==> src/rtl/rv32i_pkg.sv <==
// Shared RV32I decode definitions: opcode constants, immediate formats, issue-slot payload.
package rv32i_pkg;

  localparam logic [6:0] OPC_OP     = 7'b0110011;
  localparam logic [6:0] OPC_OPIMM  = 7'b0010011;
  localparam logic [6:0] OPC_LOAD   = 7'b0000011;
  localparam logic [6:0] OPC_STORE  = 7'b0100011;
  localparam logic [6:0] OPC_BRANCH = 7'b1100011;
  localparam logic [6:0] OPC_LUI    = 7'b0110111;
  localparam logic [6:0] OPC_AUIPC  = 7'b0010111;
  localparam logic [6:0] OPC_JAL    = 7'b1101111;
  localparam logic [6:0] OPC_JALR   = 7'b1100111;

  localparam logic [6:0] ALU_ADD_OP = 7'b0010111;

  typedef enum logic [2:0] {IMM_NONE, IMM_I, IMM_S, IMM_B, IMM_U, IMM_J} imm_fmt_e;

  typedef struct packed {
    logic [31:0] a;
    logic [31:0] b;
    logic [6:0]  aluop;
    logic [2:0]  funct3;
    logic [6:0]  funct7;
    logic [31:0] imm;
    logic [31:0] rs2_data;
    logic [4:0]  rd;
    logic        rd_we;
    logic [31:0] pc;
    logic        illegal;
  } issue_t;

  function automatic logic [31:0] imm_gen(input logic [31:0] instr, input imm_fmt_e fmt);
    logic [31:0] imm;
    case (fmt)
      IMM_I:   imm = {{20{instr[31]}}, instr[31:20]};
      IMM_S:   imm = {{20{instr[31]}}, instr[31:25], instr[11:7]};
      IMM_B:   imm = {{19{instr[31]}}, instr[31], instr[7], instr[30:25], instr[11:8], 1'b0};
      IMM_U:   imm = {instr[31:12], 12'b0};
      IMM_J:   imm = {{11{instr[31]}}, instr[31], instr[19:12], instr[20], instr[30:21], 1'b0};
      default: imm = '0;
    endcase
    return imm;
  endfunction

endpackage

==> src/rtl/regfile_2r1w.sv <==
// 32x32 register file, two combinational reads, one write; x0 hardwired to zero.
// Optional same-cycle write-to-read bypass under DECODE_WB_BYPASS_EN.
module regfile_2r1w #(
  parameter int unsigned XLEN      = 32,
  parameter bit          RF_RST_EN = 1'b1
) (
  input  logic            clk,
  input  logic            reset,
  input  logic [4:0]      i_rs1_addr,
  input  logic [4:0]      i_rs2_addr,
  output logic [XLEN-1:0] o_rs1_data,
  output logic [XLEN-1:0] o_rs2_data,
  input  logic            i_we,
  input  logic [4:0]      i_wr_addr,
  input  logic [XLEN-1:0] i_wr_data
);

  logic [XLEN-1:0] r_regs [0:31];
  logic            w_wr_en;

  assign w_wr_en = i_we && (i_wr_addr != 5'd0);

  generate
    if (RF_RST_EN) begin : g_rst
      always_ff @(posedge clk) begin
        if (reset) begin
          for (int i = 0; i < 32; i++) r_regs[i] <= '0;
        end else if (w_wr_en) begin
          r_regs[i_wr_addr] <= i_wr_data;
        end
      end
    end else begin : g_norst
      // Contents stay undefined until written; writes are simply blocked while in reset.
      always_ff @(posedge clk) begin
        if (!reset && w_wr_en) r_regs[i_wr_addr] <= i_wr_data;
      end
    end
  endgenerate

  always_comb begin
    o_rs1_data = (i_rs1_addr == 5'd0) ? '0 : r_regs[i_rs1_addr];
    o_rs2_data = (i_rs2_addr == 5'd0) ? '0 : r_regs[i_rs2_addr];
`ifdef DECODE_WB_BYPASS_EN
    if (w_wr_en && (i_rs1_addr == i_wr_addr)) o_rs1_data = i_wr_data;
    if (w_wr_en && (i_rs2_addr == i_wr_addr)) o_rs2_data = i_wr_data;
`endif
  end

endmodule

==> src/rtl/rv32i_decode_issue.sv <==
// RV32I decode/issue stage: decodes, reads the register file and holds one registered issue slot.
// Build option DECODE_WB_BYPASS_EN enables same-cycle write-back forwarding in the register file.
module rv32i_decode_issue
  import rv32i_pkg::*;
#(
  parameter int unsigned XLEN      = 32,
  parameter bit          RF_RST_EN = 1'b1
) (
  input  logic            clk,
  input  logic            reset,
  input  logic            in_valid,
  output logic            in_ready,
  input  logic [31:0]     in_instr,
  input  logic [XLEN-1:0] in_pc,
  output logic            out_valid,
  input  logic            out_ready,
  output logic [XLEN-1:0] ex_a,
  output logic [XLEN-1:0] ex_b,
  output logic [6:0]      ex_aluop,
  output logic [2:0]      ex_funct3,
  output logic [6:0]      ex_funct7,
  output logic [XLEN-1:0] ex_imm,
  output logic [XLEN-1:0] ex_rs2_data,
  output logic [4:0]      ex_rd,
  output logic            ex_rd_we,
  output logic [XLEN-1:0] ex_pc,
  output logic            ex_illegal,
  input  logic            flush,
  input  logic            wb_we,
  input  logic [4:0]      wb_rd,
  input  logic [XLEN-1:0] wb_data
);

  logic [6:0]      w_opcode;
  logic [XLEN-1:0] w_rs1;
  logic [XLEN-1:0] w_rs2;
  logic [31:0]     w_imm_i, w_imm_s, w_imm_b, w_imm_u, w_imm_j;
  logic            w_writes_rd;
  logic            w_xfer;
  issue_t          w_dec;
  issue_t          r_issue;
  logic            r_out_valid;

  regfile_2r1w #(
    .XLEN      (XLEN),
    .RF_RST_EN (RF_RST_EN)
  ) u_regfile (
    .clk        (clk),
    .reset      (reset),
    .i_rs1_addr (in_instr[19:15]),
    .i_rs2_addr (in_instr[24:20]),
    .o_rs1_data (w_rs1),
    .o_rs2_data (w_rs2),
    .i_we       (wb_we),
    .i_wr_addr  (wb_rd),
    .i_wr_data  (wb_data)
  );

  assign w_opcode = in_instr[6:0];
  assign w_imm_i  = imm_gen(in_instr, IMM_I);
  assign w_imm_s  = imm_gen(in_instr, IMM_S);
  assign w_imm_b  = imm_gen(in_instr, IMM_B);
  assign w_imm_u  = imm_gen(in_instr, IMM_U);
  assign w_imm_j  = imm_gen(in_instr, IMM_J);

  always_comb begin
    w_dec          = '0;
    w_writes_rd    = 1'b1;
    w_dec.aluop    = w_opcode;
    w_dec.funct3   = in_instr[14:12];
    w_dec.rd       = in_instr[11:7];
    w_dec.pc       = in_pc;
    w_dec.rs2_data = w_rs2;
    case (w_opcode)
      OPC_OP: begin
        w_dec.a      = w_rs1;
        w_dec.b      = w_rs2;
        w_dec.funct7 = in_instr[31:25];
      end
      OPC_OPIMM: begin
        w_dec.a   = w_rs1;
        w_dec.b   = w_imm_i;
        w_dec.imm = w_imm_i;
        // SLLI/SRLI/SRAI: funct7 distinguishes logical vs arithmetic shift
        if (in_instr[13:12] == 2'b01) w_dec.funct7 = in_instr[31:25];
      end
      OPC_LOAD: begin
        w_dec.a   = w_rs1;
        w_dec.b   = w_imm_i;
        w_dec.imm = w_imm_i;
      end
      OPC_STORE: begin
        w_dec.a     = w_rs1;
        w_dec.b     = w_imm_s;
        w_dec.imm   = w_imm_s;
        w_writes_rd = 1'b0;
      end
      OPC_BRANCH: begin
        w_dec.a     = w_rs1;
        w_dec.b     = w_rs2;
        w_dec.imm   = w_imm_b;
        w_writes_rd = 1'b0;
      end
      OPC_LUI: begin
        w_dec.b     = w_imm_u;
        w_dec.imm   = w_imm_u;
        w_dec.aluop = ALU_ADD_OP;
      end
      OPC_AUIPC: begin
        w_dec.a   = in_pc;
        w_dec.b   = w_imm_u;
        w_dec.imm = w_imm_u;
      end
      OPC_JAL, OPC_JALR: begin
        w_dec.a     = in_pc;
        w_dec.b     = 32'd4;
        w_dec.aluop = ALU_ADD_OP;
        w_dec.imm   = (w_opcode == OPC_JAL) ? w_imm_j : w_imm_i;
      end
      default: begin
        w_dec.illegal = 1'b1;
        w_writes_rd   = 1'b0;
      end
    endcase
    w_dec.rd_we = w_writes_rd && (in_instr[11:7] != 5'd0);
  end

  assign in_ready = !reset && !flush && (!r_out_valid || out_ready);
  assign w_xfer   = in_valid && in_ready;

  always_ff @(posedge clk) begin
    if (reset) begin
      r_out_valid <= 1'b0;
      r_issue     <= '0;
    end else begin
      if (flush)          r_out_valid <= 1'b0;
      else if (w_xfer)    r_out_valid <= 1'b1;
      else if (out_ready) r_out_valid <= 1'b0;
      if (w_xfer) r_issue <= w_dec;
    end
  end

  assign out_valid   = r_out_valid;
  assign ex_a        = r_issue.a;
  assign ex_b        = r_issue.b;
  assign ex_aluop    = r_issue.aluop;
  assign ex_funct3   = r_issue.funct3;
  assign ex_funct7   = r_issue.funct7;
  assign ex_imm      = r_issue.imm;
  assign ex_rs2_data = r_issue.rs2_data;
  assign ex_rd       = r_issue.rd;
  assign ex_rd_we    = r_issue.rd_we;
  assign ex_pc       = r_issue.pc;
  assign ex_illegal  = r_issue.illegal;

endmodule

==> config.mk <==
export PLATFORM = sky130hd
export DESIGN_NAME = rv32i_decode_issue
export DESIGN_NICKNAME = d
export VERILOG_FILES = /design/src/rtl/rv32i_pkg.sv /design/src/rtl/regfile_2r1w.sv /design/src/rtl/rv32i_decode_issue.sv
export SDC_FILE = /design/constraint.sdc
export NUM_CORES = 2
export LEC_CHECK = 0
export BUFFER_PORTS_ARGS = -buffer_cell sky130_fd_sc_hd__buf_2
export CAP_MARGIN = 20
export CELL_PAD_IN_SITES_DETAIL_PLACEMENT = 0
export CELL_PAD_IN_SITES_GLOBAL_PLACEMENT = 1
export CORE_MARGIN = 2
export CORE_UTILIZATION = 47
export CTS_CLUSTER_DIAMETER = 200
export DETAILED_ROUTE_END_ITERATION = 16
export PLACE_DENSITY = 0.76
export RECOVER_POWER = 100
export SYNTH_ARGS = -nofsm -noshare
export SYNTH_HDL_FRONTEND = slang
export SYNTH_SLANG_ARGS = --single-unit
==> constraint.sdc <==
create_clock -name clk -period 2 [get_ports clk]
set_input_delay 0.1 -clock clk [delete_from_list [all_inputs] [get_ports clk]]
set_output_delay 0.1 -clock clk [all_outputs]
set_load 0.01 [all_outputs]
==> metrics <==
Worst IR Drop VDD 0.881 mV; area leader, netlist edfxtp_1; drt drc 0; share of the synthesized area in the top cell type 50.0%; Routed wire per std cell 33.5 um; cell repeated most along the worst path buf_12; share of cells above drive strength 1 30.0%; crit path max fanout 8; antenna violations before repair 13; drt initial violations 6364; Hold Slack 0.0375 ns; most instantiated cells after synthesis edfxtp_1 (1024), and2_1 (1003), mux4_2 (433); f_max 0.466 GHz; DP Worst Slack -0.618 ns; # rows 132; # nets final 5308; Overall Global Routing Usage 34.7%; number of global-route vias before repair 44300; CP top delay family buffers and inverters; DP HPWL 161 mm; TritonCTS clock tree yes; initial core utilization 47.4%; failing checks setup timing; Cell variety after synth 64; Post-synth ARST share 0%; post-synthesis register bit count 1209; top post-synthesis cells by area edfxtp_1 (50%), mux4_2 (16%), and2_1 (10%); Die Y 366 um; Layout area overhead 24.3%; slowest cell on the critical path nor4b_4; slowest stage delay, CP 0.33 ns; clock buffer count from CTS 133; routed vias 45300; met2 wire length 104 mm; status complete, but fails checks; fin area 76500 um^2; # H-tree levels 4; core footprint 130000 um^2; Die X 366 um; Final WS setup -0.146 ns; cell area power density 803 nW/um^2; Via-to-Cell Ratio 6.42; Port Buf Inserts 292; met1 WL 86.3 mm; Mapped Cells 4450; clk root buf clkbuf_16; Worst-Margin Slew 1.07 ns; Leak 0.0274 uW; largest net degree at the start of global routing 53; sequential share of the synthesized area 56.0%; Crit Path Category reg -> reg; Final min period 2.15 ns; Detail Route met3 WL 30.2 mm; Final Max Tran Viols 0; # fillers 10200; top-count cell post-synth edfxtp_1; Max Root-Sink Buffers 3; clock sink total 1209; RSZ-0062 raised after global routing yes; Synthesis Warnings 0; Max-Cap Viols 0; first-pass GRT wire length 329 mm; total I/O pin count 293; gpl congestion 0.914; CP startpoint kind register; DP Area 70100 um^2; Final Util 58.9%; GRT Residual Overflow 0; syn_area_per_cell 13.8 um^2; crit path cell chain nor2b_4 > buf_6 > nor4b_4 > buf_12 > nand3_4 > buf_12 > buf_12 > buf_8 > a211oi_2 > buf_4 > a311o_1; CP bufs+invs 6; final setup fails 309; Post-synth EDFFs 1024; Clock Latency Late Sink 0.77 ns; Tot Pwr 61400 uW; DR top layer met5; Critical Path AT 2.84 ns; Max Clock Skew 0.0338 ns; crit path capture type register; Max-slew headroom 28.7%; ys flop type edfxtp_1; Critical Path RT 2.69 ns; post-synth design cell area 61500 um^2; fin crit share 107%; first drt pass iteration count 6; clk slew on worst S/H paths 0.06 ns; Die ar. 134000 um^2; Hold Path Class in -> reg; total wire length 236 mm; ANT nets after route 0; Hold Vio Cnt, Final 0
[path summary, 6_finish.rpt]
| kind | from | endpoint | slack, ns | cells after the start |
|---|---|---|---|---|
| setup reg to reg | out_valid | ex_a[8] | -0.15 | 11 |
| hold / removal | in_instr[3] | ex_imm[15] | 0.04 | 5 |
| setup / recovery | out_valid | ex_a[8] | -0.15 | 11 |
| hold reg to reg | ex_rs2_data[17] | ex_rs2_data[17] | 0.45 | 2 |
[worst register-to-register path: stages (launching register included)]
cell,delay [ns]
dfxtp_2,0.32
nor2b_4,0.13
buf_6,0.11
nor4b_4,0.33
buf_12,0.18
nand3_4,0.09
buf_12,0.18
buf_12,0.18
buf_8,0.12
a211oi_2,0.14
buf_4,0.18
a311o_1,0.12
[cell usage in the layout (no fill, tap or decap), types with 27 or more instances in the layout]
master and instances:
and2_1 905, and2_0 97, clkbuf_2 30, buf_12 147
nor2_1 60, o211ai_1 33, a22oi_1 87, dfxtp_1 184
a22o_1 31, buf_6 34, clkbuf_1 217, mux4_2 433
mux2i_1 211, a21oi_1 174, buf_4 440, a211oi_1 45
a211oi_2 27, clkbuf_16 147, nor2b_1 51, dlygate4sd3_1 90
buf_2 105, or2_2 32, o22ai_1 31, conb_1 32
edfxtp_1 1024, nand2_1 204, o21ai_0 27, o221ai_1 54
[logic make-up (layout without fill, tap and decap cells)]
logic type / after synthesis / in the layout / synth area share, %
simple gates: 1432 / 1433 / 13.5
xor+xnor: 1 / 1 / 0.0142
compound gates: 675 / 675 / 7.66
buf+inv: 472 / 1293 / 3.27
flops: 1209 / 1209 / 56.0
other cells: 1 / 40 / 0.00609
mux: 660 / 660 / 19.6
[where the power goes]
part / switching (uW) / total, uW / internal [uW]
registers: 705 / 29300 / 28600
logic: 4360 / 7940 / 3570
clock network: 10200 / 24200 / 14000
[sequential cells by signal, summed over array words and instances, names as in the netlist]
name	count
u_regfile.r_regs	1024
ex_a	32
ex_b	32
ex_imm	32
ex_pc	32
ex_rs2_data	32
ex_aluop	7
ex_funct7	7
ex_rd	5
ex_funct3	3
ex_illegal	1
ex_rd_we	1
out_valid	1
[cell type report]
cell class              count  area, um^2  area share, %
clock inverters            58         464          0.607
inverters                   4        15.0         0.0196
flip-flops and latches   1209       34500           45.1
multi-input cells        2801       26300           34.3
diodes                      8        20.0         0.0262
repair buffers           1052        9330           12.2
clock buffers             179        3760           4.91
well taps                1742        2180           2.85
[metal layers]
| metal | global-route usage (%) | vias to the layer above |
|---|---|---|
| met4 | 20.0 | 2 |
| li1 | - | 18500 |
| met1 | 45.8 | 23000 |
| met5 | 0 | - |
| met3 | 9.58 | 588 |
| met2 | 51.6 | 3168 |
[timing repair]
| action | 4_1_cts | 5_1_grt |
|---|---|---|
| buffers inserted | 23 | 12 |
| endpoints found under the setup margin | 102 | 159 |
| hold buffers | 90 | 0 |
| cloned | 9 | 4 |
| gates resized for setup | 141 | 120 |
| pin swaps | 45 | 53 |
| endpoints found under the hold margin | 943 | 0 |
[through the flow]
step                std cells  TNS (ns)
finish                   7053    -11.10
global placement         6681    -29.07
floorplan                4481         0
global route             7048    -17.70
CTS                      7037     -3.86
detailed placement       6681    -30.52
Power figures use the tool's default switching activity.
